`config.mk`:
```
export PLATFORM = sky130hd
export DESIGN_NAME = sensor_frame_buf
export DESIGN_NICKNAME = d
export VERILOG_FILES = /design/src/rtl/sensor_pkg.sv /design/src/rtl/sensor_frame_ram.sv /design/src/rtl/sensor_frame_buf.sv
export SDC_FILE = /design/constraint.sdc
export NUM_CORES = 2
export LEC_CHECK = 0
export BUFFER_PORTS_ARGS = -buffer_cell sky130_fd_sc_hd__buf_4
export CAP_MARGIN = 10
export CORE_UTILIZATION = 65
export DETAILED_ROUTE_END_ITERATION = 8
export PLACE_DENSITY = 0.85
export SLEW_MARGIN = 20
export SYNTH_ARGS = -nofsm -noshare
export SYNTH_HDL_FRONTEND = slang
export SYNTH_SLANG_ARGS = --single-unit
```
`constraint.sdc`:
```
create_clock -name clk -period 41.6 [get_ports clk]
set_input_delay 6.24 -clock clk [delete_from_list [all_inputs] [get_ports clk]]
set_output_delay 6.24 -clock clk [all_outputs]
set_load 0.005 [all_outputs]
```
`src/rtl/sensor_pkg.sv`:
```
// Shared types and constants for the sensor frame capture buffer.
package sensor_pkg;

  typedef enum logic [1:0] {IDLE, ARMED, FULL} sctrl_state_t;

  localparam logic MODE_STOP      = 1'b0;
  localparam logic MODE_OVERWRITE = 1'b1;

endpackage

```
`src/rtl/sensor_frame_ram.sv`:
```
// DEPTH x NCH x DW frame storage: whole-frame synchronous write, single-sample async read.
module sensor_frame_ram #(
  parameter int unsigned NCH   = 8,
  parameter int unsigned DW    = 32,
  parameter int unsigned DEPTH = 4,
  localparam int unsigned CW   = (NCH > 1) ? $clog2(NCH) : 1,
  localparam int unsigned FW   = $clog2(DEPTH)
) (
  input  logic                clk,
  input  logic                rst,
  input  logic                wr_en_i,
  input  logic [FW-1:0]       wr_addr_i,
  input  logic [NCH*DW-1:0]   wr_data_i,
  input  logic [FW-1:0]       rd_addr_i,
  input  logic [CW-1:0]       rd_ch_i,
  output logic [DW-1:0]       rd_data_o
);

  logic [NCH*DW-1:0] mem_q [DEPTH];
  logic [NCH*DW-1:0] rd_frame;

  always_ff @(posedge clk) begin
    if (rst) begin
      for (int i = 0; i < DEPTH; i++) begin
        mem_q[i] <= '0;
      end
    end else if (wr_en_i) begin
      mem_q[wr_addr_i] <= wr_data_i;
    end
  end

  assign rd_frame = mem_q[rd_addr_i];

  // Channel mux; indices with no channel behind them read as zero.
  always_comb begin
    rd_data_o = '0;
    for (int i = 0; i < NCH; i++) begin
      if (rd_ch_i == CW'(i)) begin
        rd_data_o = rd_frame[i*DW +: DW];
      end
    end
  end

endmodule

```
`src/rtl/sensor_frame_buf.sv`:
```
// Sensor capture controller: buffers complete frames in a circular store for the core to read.
module sensor_frame_buf
  import sensor_pkg::*;
#(
  parameter int unsigned NCH       = 8,
  parameter int unsigned DW        = 32,
  parameter int unsigned DEPTH     = 4,
  parameter int unsigned IRQ_LEVEL = DEPTH,
  localparam int unsigned CW       = (NCH > 1) ? $clog2(NCH) : 1,
  localparam int unsigned FW       = $clog2(DEPTH),
  localparam int unsigned NW       = $clog2(DEPTH + 1)
) (
  input  logic                clk,
  input  logic                rst,
  input  logic                sctrl_en,
  input  logic                sctrl_clear,
  input  logic                sctrl_pop,
  input  logic                sctrl_mode,
  input  logic [FW+CW-1:0]    sctrl_addr,
  input  logic                sensor_ready,
  input  logic [NCH*DW-1:0]   sensor_data,
  output logic [DW-1:0]       sctrl_out,
  output logic [NW-1:0]       sctrl_count,
  output logic                sctrl_interrupt,
  output logic                sctrl_overflow,
  output logic                sensor_en
);

  sctrl_state_t  state_q, state_d;
  logic [FW-1:0] wr_ptr_q, wr_ptr_d;
  logic [FW-1:0] rd_ptr_q, rd_ptr_d;
  logic [NW-1:0] count_q, count_d;
  logic          ovf_q, ovf_d;

  logic          full;
  logic          push;
  logic          pop;
  logic [FW-1:0] rd_off;
  logic [CW-1:0] rd_ch;
  logic [FW-1:0] rd_slot;
  logic          rd_valid;
  logic [DW-1:0] ram_rdata;

  assign full      = (count_q == NW'(DEPTH));
  assign sensor_en = (state_q != IDLE) && (state_q != FULL) && sctrl_en && !sctrl_clear;
  assign push      = sensor_en && sensor_ready;
  assign pop       = sctrl_pop && (count_q != '0);

  always_comb begin
    state_d  = state_q;
    wr_ptr_d = wr_ptr_q;
    rd_ptr_d = rd_ptr_q;
    count_d  = count_q;
    ovf_d    = ovf_q;

    if (sctrl_clear) begin
      wr_ptr_d = '0;
      rd_ptr_d = '0;
      count_d  = '0;
      ovf_d    = 1'b0;
    end else begin
      if (push) begin
        wr_ptr_d = wr_ptr_q + FW'(1);
      end
      unique case ({push, pop})
        2'b11: begin
          // On a full buffer this is an overwrite plus a pop: the oldest two frames go.
          if (full) begin
            rd_ptr_d = rd_ptr_q + FW'(2);
            count_d  = NW'(DEPTH - 1);
            ovf_d    = 1'b1;
          end else begin
            rd_ptr_d = rd_ptr_q + FW'(1);
          end
        end
        2'b10: begin
          if (full) begin
            rd_ptr_d = rd_ptr_q + FW'(1);
            ovf_d    = 1'b1;
          end else begin
            count_d = count_q + NW'(1);
          end
        end
        2'b01: begin
          rd_ptr_d = rd_ptr_q + FW'(1);
          count_d  = count_q - NW'(1);
        end
        default: ;
      endcase
    end

    if (!sctrl_en) begin
      state_d = IDLE;
    end else if ((count_d == NW'(DEPTH)) && (sctrl_mode == MODE_STOP)) begin
      state_d = FULL;
    end else begin
      state_d = ARMED;
    end
  end

  always_ff @(posedge clk) begin
    if (rst) begin
      state_q  <= IDLE;
      wr_ptr_q <= '0;
      rd_ptr_q <= '0;
      count_q  <= '0;
      ovf_q    <= 1'b0;
    end else begin
      state_q  <= state_d;
      wr_ptr_q <= wr_ptr_d;
      rd_ptr_q <= rd_ptr_d;
      count_q  <= count_d;
      ovf_q    <= ovf_d;
    end
  end

  // Read address is an offset from the oldest frame, not an absolute slot.
  assign rd_off   = sctrl_addr[FW+CW-1:CW];
  assign rd_ch    = sctrl_addr[CW-1:0];
  assign rd_slot  = rd_ptr_q + rd_off;
  assign rd_valid = (NW'(rd_off) < count_q) && (32'(rd_ch) < NCH);

  sensor_frame_ram #(
    .NCH   (NCH),
    .DW    (DW),
    .DEPTH (DEPTH)
  ) u_ram (
    .clk       (clk),
    .rst       (rst),
    .wr_en_i   (push),
    .wr_addr_i (wr_ptr_q),
    .wr_data_i (sensor_data),
    .rd_addr_i (rd_slot),
    .rd_ch_i   (rd_ch),
    .rd_data_o (ram_rdata)
  );

  assign sctrl_out       = rd_valid ? ram_rdata : '0;
  assign sctrl_count     = count_q;
  assign sctrl_interrupt = (count_q >= NW'(IRQ_LEVEL));
  assign sctrl_overflow  = ovf_q;

endmodule

```
== After elaboration in Yosys (flattened, before gate mapping) ==
Memories as Yosys holds them, arrays and structs flattened.
Index checks and enable logic that the tools add are counted.

* Memory bits (writable): 1024
* Register bits after elaboration: 10
* Output and inout bits: 38
* Memories: 1

{| class="wikitable"
|+ Memories
! name !! words !! width !! rd ports !! clocked after Yosys merged registers in !! write ports !! RTL line !! source
|-
| u_ram.mem_q || 4 || 256 || 1 || 0 || 4 || sensor_frame_ram.sv:19 || <nowiki>logic [NCH*DW-1:0] mem_q [DEPTH];</nowiki>
|}

* Muxes and demuxes: 25
* Equality and inequality tests: 14
* Bitwise operators: 2
* $add $sub $neg: 6
* Order comparisons: 2
* Reduce and logical (&&, ||, !) cells: 17

{| class="wikitable"
|+ Operators with widths
! operator !! number
|-
| 32-bit two-way mux || 9
|-
| 256-bit two-way mux || 1
|-
| 256-bit OR reduction || 1
|-
| 3-bit equality test, second input constant || 6
|-
| 3-bit two-way mux || 3
|-
| 3-bit case mux with 3 select lines || 1
|-
| 2-bit two-way mux || 4
|-
| 3-bit by 2-bit equality test with 1-bit output, second input constant || 2
|-
| 1-bit logical AND || 6
|-
| 1-bit two-way mux || 6
|-
| 2-bit case mux with 3 select lines || 1
|-
| 3-bit nonzero test || 2
|-
| 2-bit OR reduction || 3
|-
| 2-bit by 1-bit adder with 2-bit output, second input constant || 2
|-
| 2-bit equality test, second input constant || 2
|-
| 2-bit inequality test, second input constant || 2
|-
| 2-bit AND reduction || 2
|-
| 3-bit by 1-bit adder with 3-bit output, second input constant || 1
|-
| 3-bit by 1-bit equality test with 1-bit output, second input constant || 1
|-
| 3-bit greater-or-equal comparator, second input constant || 1
|-
| 3-bit logical NOT || 1
|-
| 2-bit by 3-bit < comparator with 1-bit output || 1
|-
| 3-bit by 1-bit subtractor with 3-bit output, second input constant || 1
|-
| 2-bit adder || 1
|-
| 5 further kinds || 6
|}

== Depth between registers and ports, before layout ==
* Word-level depth: 11
* Depth in mapped cells: 12
* Depth with buffers taken out: 12

== Cells and area by module ==
A second synthesis with hierarchy kept.

* Cell total of the unflattened synthesis: 3295
* Area, all modules: 47194.0 sq um

{| class="wikitable"
|+ Modules (own cells, without submodules)
! module !! instances !! cells an instance !! sequential area each (sq um) !! area an instance (sq um)
|-
| sensor_frame_ram || 1 || 3172 || 30749.5 || 46213.1
|-
| sensor_frame_buf || 1 || 123 || 180.2 || 980.9
|}

== Worst setup path before layout ==
OpenSTA, ideal clock, no wires.

* Path type: input -> register
* From: in sctrl_clear
* To: mem u_ram.mem_q[0][0] (netlist bit), enable pin
* Cell stages on the path: 3
* Arrival: 18.410 ns
* Path slack: 22.263 ns
* Cell sequence: nand4b_1 > clkbuf_1 > o21bai_1

{| class="wikitable"
|+ RTL lines
! what !! RTL line !! source
|-
| from (decl) || sensor_frame_buf.sv:16 || <nowiki>input logic sctrl_clear,</nowiki>
|-
| to (decl) || sensor_frame_ram.sv:19 ||
|}

== Worst setup path in the final report ==
* From: in sctrl_addr[3]
* To: out sctrl_out[30]

* Word-level cells in the longest chain between the ends: 11
* Elaborated cells between the ends (all ways): 12

{| class="wikitable"
|+ Ends and longest elaborated chain
! what !! RTL line !! source
|-
| from (decl) || sensor_frame_buf.sv:19 || <nowiki>input logic [FW+CW-1:0] sctrl_addr,</nowiki>
|-
| 2-bit adder || sensor_frame_buf.sv:120 || <nowiki>assign rd_slot = rd_ptr_q + rd_off;</nowiki>
|-
| memory read 4 x 256 bit || -- ||
|-
| 32-bit two-way mux (8 in series) || sensor_frame_ram.sv:38 || <nowiki>if (rd_ch_i == CW'(i)) begin</nowiki>
|-
| 32-bit two-way mux * || sensor_frame_buf.sv:138 || <nowiki>assign sctrl_out = rd_valid ? ram_rdata : '0;</nowiki>
|-
| to (decl) || sensor_frame_buf.sv:22 || <nowiki>output logic [DW-1:0] sctrl_out,</nowiki>
|}

Every way passes the cells marked *; elsewhere a longest branch is shown, timed or not.

==> results.py <==
metrics = {
    "global_routing": {
        "grt_pass1_wl_um": 193000,
        "grt_pass1_vias": 32822,
        "antenna_found_initial": 4,
        "overflow": 0,
        "grt_max_degree": 172,
        "grt_util_all_layers": 0.367,
    },
    "sta": {
        "tightest_slew_ps": 1340,
        "setup_violations": 0,
        "max_freq_mhz": 59.0,
        "maxSlewViolCount": 0,
        "hold_viol": 0,
        "worst_slack_ps": 24640,
        "tns_ps": 0,
        "min_period_ps": 16960,
        "finalCritPeriodShare": 0.408,
        "slew_headroom": 0.107,
        "rsz0062_at_grt": "no",
        "fin_skew_ps": 11.2,
    },
    "route": {
        "drt_iter0_markers": 5182,
        "dr.pass1.iters": 8,
        "route.antenna.remaining_nets": 0,
        "post_drt_via_cell_ratio": 6.40,
        "avgRoutedWirePerCell_um": 24.9,
        "totalWireLength_um": 131000,
        "drc": 0,
        "num_vias": 33734,
    },
    "yosys": {
        "synth.most_common_cell": "edfxtp_1",
        "syn_avg_cell_area_sq_um": 11.1,
        "netlist_top_cells_count": "edfxtp_1 (1024), nand2_1 (888), nor2_1 (786)",
        "yosysTopAreaCell": "edfxtp_1",
        "syn-instance-count": 4079,
        "synth_area_sq_um": 45400,
        "ys_top_cells_by_area": "edfxtp_1 (68%), nand2_1 (7.3%), nor2_1 (6.5%)",
        "synth_edf_count": 1024,
        "ys.flop_type": "edfxtp_1",
        "synth_cell_types": 54,
        "synthesis.nets": 4357,
        "seq_area_frac_synth": 0.681,
        "synth_top_area_frac": 0.677,
        "yosysWarnings": 0,
        "ys_async_sr_fraction": 0,
        "synth-seq-cells": 1033,
    },
    "run_status": {
        "status": "finished clean",
    },
    "cts": {
        "clock_latency_ps": 670,
        "clock-sinks": 1033,
        "post_cts.repair.setup_buffers": 0,
        "cts.repair.resized": 0,
        "h-tree-depth": 3,
        "cts.path.max_buffers": 3,
        "cts_buffers": 101,
        "cts-root-buf": "clkbuf_16",
        "hold_buffers": 0,
        "path_clk_slew_ps": 70,
        "cts_tree": "built",
    },
    "worst_setup_path": {
        "crit_top_cell": "buf_4",
        "r2r_start": "state_q[0]$_SDFF_PP0_",
        "cp.required_ps": 35360,
        "arrival_ps": 10720,
        "crit_start": "sctrl_addr[3]",
        "max_stage_delay_ps": 960,
        "cp-start-kind": "input pin",
        "path_max_fanout": 85,
        "cp-endpoint": "sctrl_out[30]",
        "crit_slowest_cell": "buf_4",
        "rrSetupSlack_ps": 37350,
        "crit_type": "input pin to output port",
        "path_cells": "buf_4, ha_4, xor3_4, buf_4, buf_4, mux2i_1, a31oi_1, o21ai_0, or4_1, a31oi_1, buf_4",
        "worstSetupEndpointType": "output port",
        "rr_endpoint": "u_ram.mem_q[1][138]$_SDFFCE_PN0P_",
        "reg2reg_depth": 5,
    },
    "finish": {
        "fin_cells": 5268,
        "fill_cells": 4175,
        "drive_gt1_frac": 0.131,
        "final_area_sq_um": 51600,
        "syn_to_final_growth_pct": 13.7,
        "fin_nets": 4534,
    },
    "die": {
        "die_area_sq_um": 70900,
        "core_area_sq_um": 68800,
        "initial_core_util": 0.660,
        "die_h_um": 266,
        "ios": 306,
        "row_count": 96,
        "die_width_um": 266,
    },
    "min_path": {
        "worstHoldPathType": "flop to flop",
    },
    "placed_design": {
        "post-place-ws_ps": 24750,
        "dp_hpwl_um": 73300,
        "place_inst": 5084,
        "dpl_cell_area_sq_um": 48300,
        "port_buffers": 305,
        "gp_congestion": 0.862,
    },
    "pwr": {
        "combPwrFrac": 0.064,
        "switching_share": 0.221,
        "p_total_mw": 2.26,
        "power_frac_clock": 0.412,
        "powerDensity_nw_per_um2": 43.8,
        "power.internal_mw": 1.76,
        "p_leak_nw": 20.6,
        "ir_worst_vdd_v": 0.0000357,
        "switchingPower_mw": 0.499,
        "seqPwrFrac": 0.524,
    },
    "flow_run": {
        "drv_cap": 0,
    },
}
## per-layer routing
| layer | vias up | part of all wire | wire length [um] | global-route usage |
|---|---|---|---|---|
| met5 | - | 0.00026 | 34 | 0 |
| met4 | 4 | 0.076 | 9940 | 0.257 |
| met3 | 490 | 0.13 | 16500 | 0.0713 |
| met2 | 2679 | 0.47 | 62000 | 0.578 |
| met1 | 16080 | 0.32 | 42600 | 0.463 |
| li1 | 14481 | - | - | - |
## power groups by stage
stage / combinational (mW) / sequential (mW) / clock (mW)
detailed placement: 0.141 / 1.21 / 0
global placement: 0.139 / 1.20 / 0
floorplan: 0.0741 / 1.22 / 0
CTS: 0.142 / 1.18 / 0.928
global route: 0.151 / 1.19 / 0.967
finish: 0.146 / 1.18 / 0.930
## critical path, delay by kind of cell
kind,cells,cell delay [ps]
compound gates,3,560
xor+xnor,1,800
fa+ha+maj,1,170
buf+inv,4,2130
mux,1,180
simple gates,1,570
## logic make-up (layout without fill, tap and decap cells)
| group | after synthesis | in the layout | share of synthesized area |
|---|---|---|---|
| adders and majority gates | 10 | 10 | 0.00275 |
| AOI/OAI and AO/OA | 499 | 499 | 0.0708 |
| xor gates and xnor gates | 5 | 5 | 0.00163 |
| buffers and inverters | 556 | 811 | 0.0490 |
| and+or+nand+nor | 1870 | 1870 | 0.163 |
| other | 0 | 3 | 0 |
| muxes | 106 | 106 | 0.0323 |
| DFF | 1033 | 1033 | 0.681 |
## flip-flops by register name, summed over array words and instances (netlist names)
name            cells
state_q             1
sctrl_count         3
sctrl_overflow      1
wr_ptr_q            2
rd_ptr_q            2
u_ram.mem_q      1024
## worst min path at each step
stage                                     start                          end  slack (ps)  depth (start not counted)
CTS                 sctrl_overflow$_SDFFE_PP0P_  sctrl_overflow$_SDFFE_PP0P_         470                          2
detailed placement  sctrl_overflow$_SDFFE_PP0P_  sctrl_overflow$_SDFFE_PP0P_         450                          2
global placement    sctrl_overflow$_SDFFE_PP0P_  sctrl_overflow$_SDFFE_PP0P_         450                          2
finish              sctrl_overflow$_SDFFE_PP0P_  sctrl_overflow$_SDFFE_PP0P_         460                          2
global route        sctrl_overflow$_SDFFE_PP0P_  sctrl_overflow$_SDFFE_PP0P_         490                          2
floorplan           sctrl_overflow$_SDFFE_PP0P_  sctrl_overflow$_SDFFE_PP0P_         440                          2
## cell type report
cell class,instances,area [sq um],share of cell area
clock inverters,60,729,0.0141
clock buffers,121,2600,0.0504
multi-input cells,2490,12400,0.240
well taps,931,1160,0.0226
diodes,3,7.51,0.000145
repair buffers,361,2790,0.0539
flip-flops and latches,1033,30900,0.599
inverters,269,1010,0.0196
## metrics by stage
step	util	hold WS, ps
after floorplan	-	441
after global placement	0.702	449
after detailed placement	0.702	454
after CTS	0.750	465
after global routing	0.750	493
final	0.750	465
## cells in the final DEF (no fill, tap or decap), types with 30 or more instances in the layout
| master | instances |
|---|---|
| mux4_2 | 32 |
| clkbuf_16 | 101 |
| o22ai_1 | 64 |
| nor4_1 | 32 |
| nand2_1 | 886 |
| o221ai_1 | 30 |
| nor3_1 | 32 |
| buf_4 | 355 |
| o21ai_0 | 70 |
| a21o_1 | 31 |
| nand3_1 | 68 |
| or3_1 | 32 |
| inv_1 | 268 |
| a31oi_1 | 34 |
| nor2_1 | 782 |
| edfxtp_1 | 1024 |
| a41oi_1 | 61 |
| mux2i_1 | 71 |
| a21oi_1 | 159 |
No activity file was read; power rests on OpenSTA's default activity.
